===== config.mk =====
export PLATFORM = sky130hd
export DESIGN_NAME = csa42_accum
export DESIGN_NICKNAME = d
export VERILOG_FILES = /design/src/rtl/csa42_accum.sv
export SDC_FILE = /design/constraint.sdc
export NUM_CORES = 1
export LEC_CHECK = 0
export CORE_MARGIN = 1
export CORE_UTILIZATION = 52
export CTS_BUF_LIST = sky130_fd_sc_hd__clkbuf_4 sky130_fd_sc_hd__clkbuf_8 sky130_fd_sc_hd__clkbuf_16
export DETAILED_ROUTE_END_ITERATION = 16
export PLACE_DENSITY = 0.89
export SYNTH_ARGS = -nofsm -noshare
export SYNTH_HDL_FRONTEND = slang
export SYNTH_SLANG_ARGS = --single-unit
export TNS_END_PERCENT = 1

===== constraint.sdc =====
create_clock -name clk -period 2.8 [get_ports clk]
set_input_delay 0.42 -clock clk [delete_from_list [all_inputs] [get_ports clk]]
set_output_delay 0.42 -clock clk [all_outputs]
set_load 0.01 [all_outputs]

===== src/rtl/csa42_accum.sv =====
// Multi-beat carry-save accumulator: each beat's four rows are folded through two
// 4:2 compressor levels into a redundant (sum, carry) pair, resolved once per operation.
module csa42_accum #(
  parameter int WIDTH     = 32,
  parameter int MAX_BEATS = 16,
  parameter int CNT_W     = $clog2(MAX_BEATS + 1)
) (
  input  logic             clk,
  input  logic             rst_n,
  input  logic             in_valid,
  output logic             in_ready,
  input  logic [WIDTH-1:0] in_p0,
  input  logic [WIDTH-1:0] in_p1,
  input  logic [WIDTH-1:0] in_p2,
  input  logic [WIDTH-1:0] in_p3,
  input  logic             in_last,
  output logic             out_valid,
  input  logic             out_ready,
  output logic [WIDTH-1:0] out_sum,
  output logic [WIDTH-1:0] out_s,
  output logic [WIDTH-1:0] out_c,
  output logic [CNT_W-1:0] out_beats,
  output logic             out_trunc
);

  typedef enum logic [1:0] {IDLE, ACC, RESOLVE, OUT} state_t;

  typedef struct packed {
    logic [WIDTH-1:0] s;
    logic [WIDTH-1:0] c;
  } row_t;

  // One 4:2 compressor row; the lateral carry never depends on the incoming one,
  // so the chain is only one cell deep. The carry out of the MSB is dropped.
  function automatic row_t row42(input logic [WIDTH-1:0] a, input logic [WIDTH-1:0] b,
                                 input logic [WIDTH-1:0] c, input logic [WIDTH-1:0] d);
    row_t r;
    logic t;
    logic ci;
    logic co;
    ci = 1'b0;
    for (int i = 0; i < WIDTH; i++) begin
      t      = a[i] ^ b[i] ^ c[i];
      co     = (a[i] & b[i]) | (a[i] & c[i]) | (b[i] & c[i]);
      r.s[i] = t ^ d[i] ^ ci;
      r.c[i] = (t & d[i]) | (t & ci) | (d[i] & ci);
      ci     = co;
    end
    return r;
  endfunction

  state_t           state_q, state_d;
  logic [WIDTH-1:0] acc_s_q, acc_s_d;
  logic [WIDTH-1:0] acc_c_q, acc_c_d;
  logic [CNT_W-1:0] cnt_q, cnt_d;
  logic             trunc_q, trunc_d;
  logic [WIDTH-1:0] out_sum_q, out_sum_d;
  logic [WIDTH-1:0] out_s_q, out_s_d;
  logic [WIDTH-1:0] out_c_q, out_c_d;
  logic [CNT_W-1:0] out_beats_q, out_beats_d;
  logic             out_trunc_q, out_trunc_d;

  row_t             lvl1;
  row_t             lvl2;
  logic [CNT_W-1:0] cnt_inc;
  logic             accept;

  assign in_ready  = (state_q == IDLE) || (state_q == ACC);
  assign out_valid = (state_q == OUT);
  assign out_sum   = out_sum_q;
  assign out_s     = out_s_q;
  assign out_c     = out_c_q;
  assign out_beats = out_beats_q;
  assign out_trunc = out_trunc_q;

  always_comb begin
    state_d     = state_q;
    acc_s_d     = acc_s_q;
    acc_c_d     = acc_c_q;
    cnt_d       = cnt_q;
    trunc_d     = trunc_q;
    out_sum_d   = out_sum_q;
    out_s_d     = out_s_q;
    out_c_d     = out_c_q;
    out_beats_d = out_beats_q;
    out_trunc_d = out_trunc_q;

    lvl1    = row42(in_p0, in_p1, in_p2, in_p3);
    lvl2    = row42(lvl1.s, {lvl1.c[WIDTH-2:0], 1'b0}, acc_s_q, {acc_c_q[WIDTH-2:0], 1'b0});
    cnt_inc = cnt_q + CNT_W'(1);
    accept  = in_valid && in_ready;

    case (state_q)
      IDLE: begin
        if (accept) begin
          acc_s_d = lvl2.s;
          acc_c_d = lvl2.c;
          cnt_d   = CNT_W'(1);
          trunc_d = !in_last && (MAX_BEATS == 1);
          state_d = (in_last || MAX_BEATS == 1) ? RESOLVE : ACC;
        end
      end
      ACC: begin
        // A final beat that also fills the counter counts as a normal end.
        if (accept) begin
          acc_s_d = lvl2.s;
          acc_c_d = lvl2.c;
          cnt_d   = cnt_inc;
          if (in_last) begin
            state_d = RESOLVE;
          end else if (cnt_inc == CNT_W'(MAX_BEATS)) begin
            trunc_d = 1'b1;
            state_d = RESOLVE;
          end
        end
      end
      RESOLVE: begin
        out_sum_d   = acc_s_q + {acc_c_q[WIDTH-2:0], 1'b0};
        out_s_d     = acc_s_q;
        out_c_d     = acc_c_q;
        out_beats_d = cnt_q;
        out_trunc_d = trunc_q;
        state_d     = OUT;
      end
      OUT: begin
        if (out_ready) begin
          acc_s_d = '0;
          acc_c_d = '0;
          cnt_d   = '0;
          trunc_d = 1'b0;
          state_d = IDLE;
        end
      end
      default: state_d = IDLE;
    endcase
  end

  always_ff @(posedge clk or negedge rst_n) begin
    if (!rst_n) begin
      state_q     <= IDLE;
      acc_s_q     <= '0;
      acc_c_q     <= '0;
      cnt_q       <= '0;
      trunc_q     <= 1'b0;
      out_sum_q   <= '0;
      out_s_q     <= '0;
      out_c_q     <= '0;
      out_beats_q <= '0;
      out_trunc_q <= 1'b0;
    end else begin
      state_q     <= state_d;
      acc_s_q     <= acc_s_d;
      acc_c_q     <= acc_c_d;
      cnt_q       <= cnt_d;
      trunc_q     <= trunc_d;
      out_sum_q   <= out_sum_d;
      out_s_q     <= out_s_d;
      out_c_q     <= out_c_d;
      out_beats_q <= out_beats_d;
      out_trunc_q <= out_trunc_d;
    end
  end

endmodule


# --- Word level (Yosys, flattened, before mapping) ---
# Cells that the tools add are included.
totals:
  register_bits: 174
  wordCells: 919
  out_inout_bits: 104
  inputBits: 133
classes:
  add_sub_neg: 2
  eq_ne: 11
  mux: 22
  bitwise: 864
  reduce_logical: 10
ops:
  columns: ["operator", "count"]
  rows:
  - ["1-bit bitwise AND", 368]
  - ["1-bit XOR", 252]
  - ["1-bit OR", 244]
  - ["32-bit one-hot mux with 2 select lines", 2]
  - ["32-bit 2-to-1 mux", 3]
  - ["32-bit adder", 1]
  - ["5-bit 2-to-1 mux", 3]
  - ["5-bit one-hot mux with 3 select lines", 1]
  - ["2-bit 2-to-1 mux", 6]
  - ["2-bit one-hot mux with 4 select lines", 1]
  - ["4-bit AND reduction", 2]
  - ["2-bit by 1-bit != test with 1-bit output, second input constant", 3]
  - ["2-bit != test, second input constant", 3]
  - ["6-bit AND reduction", 1]
  - ["5-bit by 1-bit adder with 5-bit output, second input constant", 1]
  - ["5-bit == test, second input constant", 1]
  - ["1-bit 2-to-1 mux", 5]
  - ["2-bit == test, second input constant", 2]
  - ["3-bit by 2-bit != test with 1-bit output, second input constant", 1]
  - ["1-bit one-hot mux with 3 select lines", 1]
  - ["3-bit AND reduction", 1]
  - ["3-bit nonzero test", 1]
  - ["2-bit by 1-bit == test with 1-bit output, second input constant", 1]
  - ["2-bit zero test", 1]
  - ["other kinds (4)", 4]

# --- Longest topological paths before layout ---
logic_depth:
  depth_word: 14
  ltp_mapped: 11
  depth_no_buf: 9

# --- Least setup slack after synthesis ---
# Ideal clock, no wire load.
synth_path:
  kind: "input port to flip-flop"
  start: "input port in_p0[12]"
  end: "register acc_s_q[12]"
  path_slack_ns: 0.136
  arrival_ns: 2.543
  setup_ns: 0.121
  n_path_buf: 0
  required_time_ns: 2.679
  stages: 5
  cell_sequence: "fa_1 fa_1 fa_1 fa_1 a22o_1"
synth_between:
  elab_chain_cells: 10
synth_lines:
  columns: ["element", "line_no", "text"]
  rows:
  - ["from (decl)", "12", "input logic [WIDTH-1:0] in_p0,"]
  - ["1-bit XOR (2 in series)", "43", "t = a[i] ^ b[i] ^ c[i];"]
  - ["1-bit XOR (2 in series)", "45", "r.s[i] = t ^ d[i] ^ ci;"]
  - ["1-bit XOR (2 in series)", "43", null]
  - ["1-bit XOR (2 in series)", "45", null]
  - ["32-bit 2-to-1 mux", "95, 105", null]
  - ["32-bit one-hot mux with 2 select lines", "93", "case (state_q)"]
  - ["to (signal assigned)", "152", "acc_s_q <= acc_s_d;"]
  - ["to (decl)", "53", "logic [WIDTH-1:0] acc_s_q, acc_s_d;"]
# No other way between the ends. The select of a mux whose other input is x is not followed.
# A chain may end at the register's enable or synchronous reset.

# --- Worst setup path in the final report ---
layout_path:
  start: "input port in_p0[30]"
  end: "register acc_s_q[30]"
# The elaborated chain is that of the path after synthesis.

==> impl_metrics.csv <==
group,metric,value,unit
run_status,run_status,"finished, final reports clean",
die,boundaryPins,237,
setup_path,worst-r2r-setup-slack,130,ps
setup_path,cpPeakStageDelay,580,ps
grt,gr-usage-all-layers,25.9,%
setup_path,worst-setup-path-type,"input port to flop",
timing,grt_setup_unrepaired,"yes",
synth,postSynthCellCount,816,
final_layout,layout-drive-gt1-share,14.7,%
timing,finalSetupViolCount,0,
synth,yosys_warnings,0,
cts,cts-root-to-sink-buffers,2,
cts,cts_root_buf,"clkbuf_16",
synth,synthArstFlopShare,100,%
placed_design,dp_cells,1299,
power_and_ir_drop,power.density,1220,mW/mm²
timing,final_min_period_over_clock_period,99.0,%
placed_design,io_buffer_count,235,
cts,htree_levels,4,
synth,yosys-top-cells-area,"dfrtp_1, fa_1, mux2_2",
timing,final-max-slew-violation-count,0,
synth,synth_seq_cells,170,
die,initial_utilization,53.8,%
final_layout,multi_input_comb_area,0.00619,mm²
cts,cts_made_buffers,17,
setup_path,cpMostUsedCell,"fa_1",
synth,synth_ff_type,"dfrtp_1",
drt,ant_nets,0,
timing,max_slew.worst_pin.slew,718,ps
synth,synth_largest_area_cell,"dfrtp_1",
drt,via_count,7560,
final_layout,final_cells,1333,
timing,finalSetupTns,0,ps
setup_path,critical_path_cell_count,6,
timing,clock.fmax,361,MHz
grt,antenna_violations_before_repair,0,
final_layout,final_nets,1348,
setup_path,start_kind,"input port",
timing,finalClockSkew,7.50,ps
drt,drtIter0Drc,299,
setup_path,worst_path_dominant_cell_family,"adder cells",
die,design.die.area,0.0210,mm²
die,core_region_area,0.0198,mm²
synth,synth_area,0.0106,mm²
setup_path,setup.worst_path.start,"in_p0[30]",
die,row_count,51,
hold_path,min-delay-path-class,"input port to asynchronous set/reset pin",
setup_path,worstPathBufferInverterCount,1,
cts,insertion_delay,430,ps
placed_design,dp.final_hpwl,18900,µm
final_layout,insertedDiodeCount,0,
drt,first_pass_iters,5,
setup_path,reg2reg_depth,8,
drt,avgRoutedWirePerCell,19.2,µm
setup_path,timing.critical_path.cells,"clkdlybuf4s50_1 > fa_1 > fa_1 > fa_1 > fa_1 > a22o_1",
cts,cts.clk_slew.worst_paths,70,ps
cts,cts_tree,"built",
setup_path,worst-endpoint-arrival,3090,ps
drt,remaining_drc_errors,0,
drt,vias_per_cell,5.67,
final_layout,n_fill_cell,1317,
grt,grt-ovfl-total,0,
synth,synth.distinct_cells,59,
synth,syn-num-nets,1109,
synth,yosysSeqAreaShare,40.0,%
final_layout,seq_area,0.00425,mm²
synth,synthesis.area_per_instance,13.0,µm²
setup_path,worstReg2RegStart,"acc_s_q[14]",
synth,post_synth_edffs,0,
run,max_cap_violations,0,
setup_path,cp.required,3120,ps
drt,routed_wirelength,25500,µm
grt,number_of_global_route_vias_before_repair,8460,
final_layout,syn_to_final_growth,31.9,%
cts,number_of_clock_sinks,170,
setup_path,crit_path_top_delay_cell,"fa_1",
die,die_w,145,µm
setup_path,worst_setup_path_end_kind,"flop",
die,die_height,145,µm
timing,hold_viol,0,
power_and_ir_drop,report.power.total,0.0171,W
power_and_ir_drop,leak_pwr,6.11,nW
timing,relative_slew_slack,52.1,%
setup_path,regToRegEndpoint,"out_sum[28]",
setup_path,critPathMaxFanout,1,
timing,post-route-min-period,2770,ps
grt,grt_pass1_wl,43100,µm
grt,pin_count_of_the_biggest_net_entering_global_routing,112,
synth,synth.top_cell.area_share,40.0,%
power_and_ir_drop,vdd_drop_max,0.584,mV
placed_design,gp_routability_congestion,0.835,
-- cell usage in the layout (no fill, tap or decap), types with 4 or more instances in the layout --
cell,count
inv_6,5
o311ai_1,4
nor2_1,30
o211ai_1,4
dfrtp_1,170
o21a_1,6
o31ai_1,5
a211oi_1,4
o21bai_1,4
nand4_1,7
a21oi_1,32
nand2_1,38
buf_4,22
mux2i_1,7
and3_1,5
a22o_1,64
clkbuf_16,17
and2_1,4
o21ai_1,7
ha_1,36
nand3_1,10
xnor2_1,14
mux2_2,84
a21o_1,17
xor2_1,9
o21ai_0,14
fa_1,122
nor3_1,9
clkdlybuf4s50_1,234
inv_1,16
-- registers in the layout (all words and copies together), names as in the netlist --
signal     count
acc_s_q       32
out_sum       32
acc_c_q       31
out_c         31
out_s         30
cnt_q          5
out_beats      5
state_q        2
out_trunc      1
trunc_q        1
-- how the worst max path moves through the flow --
stage	endpoint	slack (ps)
detailed placement	acc_s_q[6]	-480
floorplan	acc_s_q[12]	140
global placement	acc_s_q[6]	-390
finish	acc_s_q[30]	30
CTS	out_sum[22]	0.8
global route	acc_s_q[6]	-50
-- report_power, final --
group	internal [W]	total [W]	switching [W]
logic	0.00511	0.0100	0.00490
clock network	0.00136	0.00244	0.00107
registers	0.00362	0.00461	0.000993
-- synth_stat cells (all sizes together) (6+ instances only) --
cell / count
a21o: 17
a21oi: 33
a22o: 64
buf: 14
clkbuf: 27
dfrtp: 170
fa: 122
ha: 38
inv: 16
mux2: 84
mux2i: 7
nand2: 38
nand3: 13
nand4: 7
nor2: 30
nor3: 10
o21a: 6
o21ai: 23
xnor2: 14
xor2: 9
-- logic make-up (layout without fill, tap and decap cells) --
logic type | count (synthesis) | count (layout) | synth area share [%]
AO/OA/AOI/OAI | 191 | 191 | 13.3
XOR/XNOR | 23 | 23 | 1.89
adder cells (fa/ha/maj) | 160 | 160 | 27.4
buffers and inverters | 58 | 310 | 2.26
flip-flops | 170 | 170 | 40.0
multiplexers | 91 | 91 | 9.55
other | 1 | 1 | 0.0353
AND/OR/NAND/NOR | 122 | 122 | 5.56
-- per-stage QoR --
stage | instance area [µm²] | utilization, % | hold WS (ps) | setup WS [ps]
floorplan | 10600 | - | 124 | 136
global placement | 13400 | 67.7 | 392 | -393
detailed placement | 13400 | 67.7 | 388 | -483
CTS | 14000 | 70.7 | 492 | 0.845
global route | 14000 | 70.9 | 504 | -47.6
finish | 14000 | 70.9 | 489 | 27.7
-- final cells by class --
type                    count  area share, %
flip-flops and latches    170           30.3
well taps                 265           2.36
clock buffers              18           3.13
clock inverters            14           1.14
multi-input cells         588           44.1
repair buffers            261           18.5
inverters                  17          0.455
-- what timing repair did --
action / CTS / global route
pin swaps: 2 / 25
endpoints found under the setup margin: 1 / 24
gates cloned: 0 / 0
endpoints found under the hold margin: 47 / 0
hold buffers: 1 / 0
setup buffers: 0 / 1
gates resized for setup: 0 / 5
-- layer usage --
metal	vias up	share of wire [%]	GRT usage, %
li1	3409	-	-
met1	3843	42	33.3
met2	272	51	44.5
met3	36	5.6	5.38
met4	0	1.6	6.60
met5	-	0	0
No activity file was read; power rests on OpenSTA's default activity.
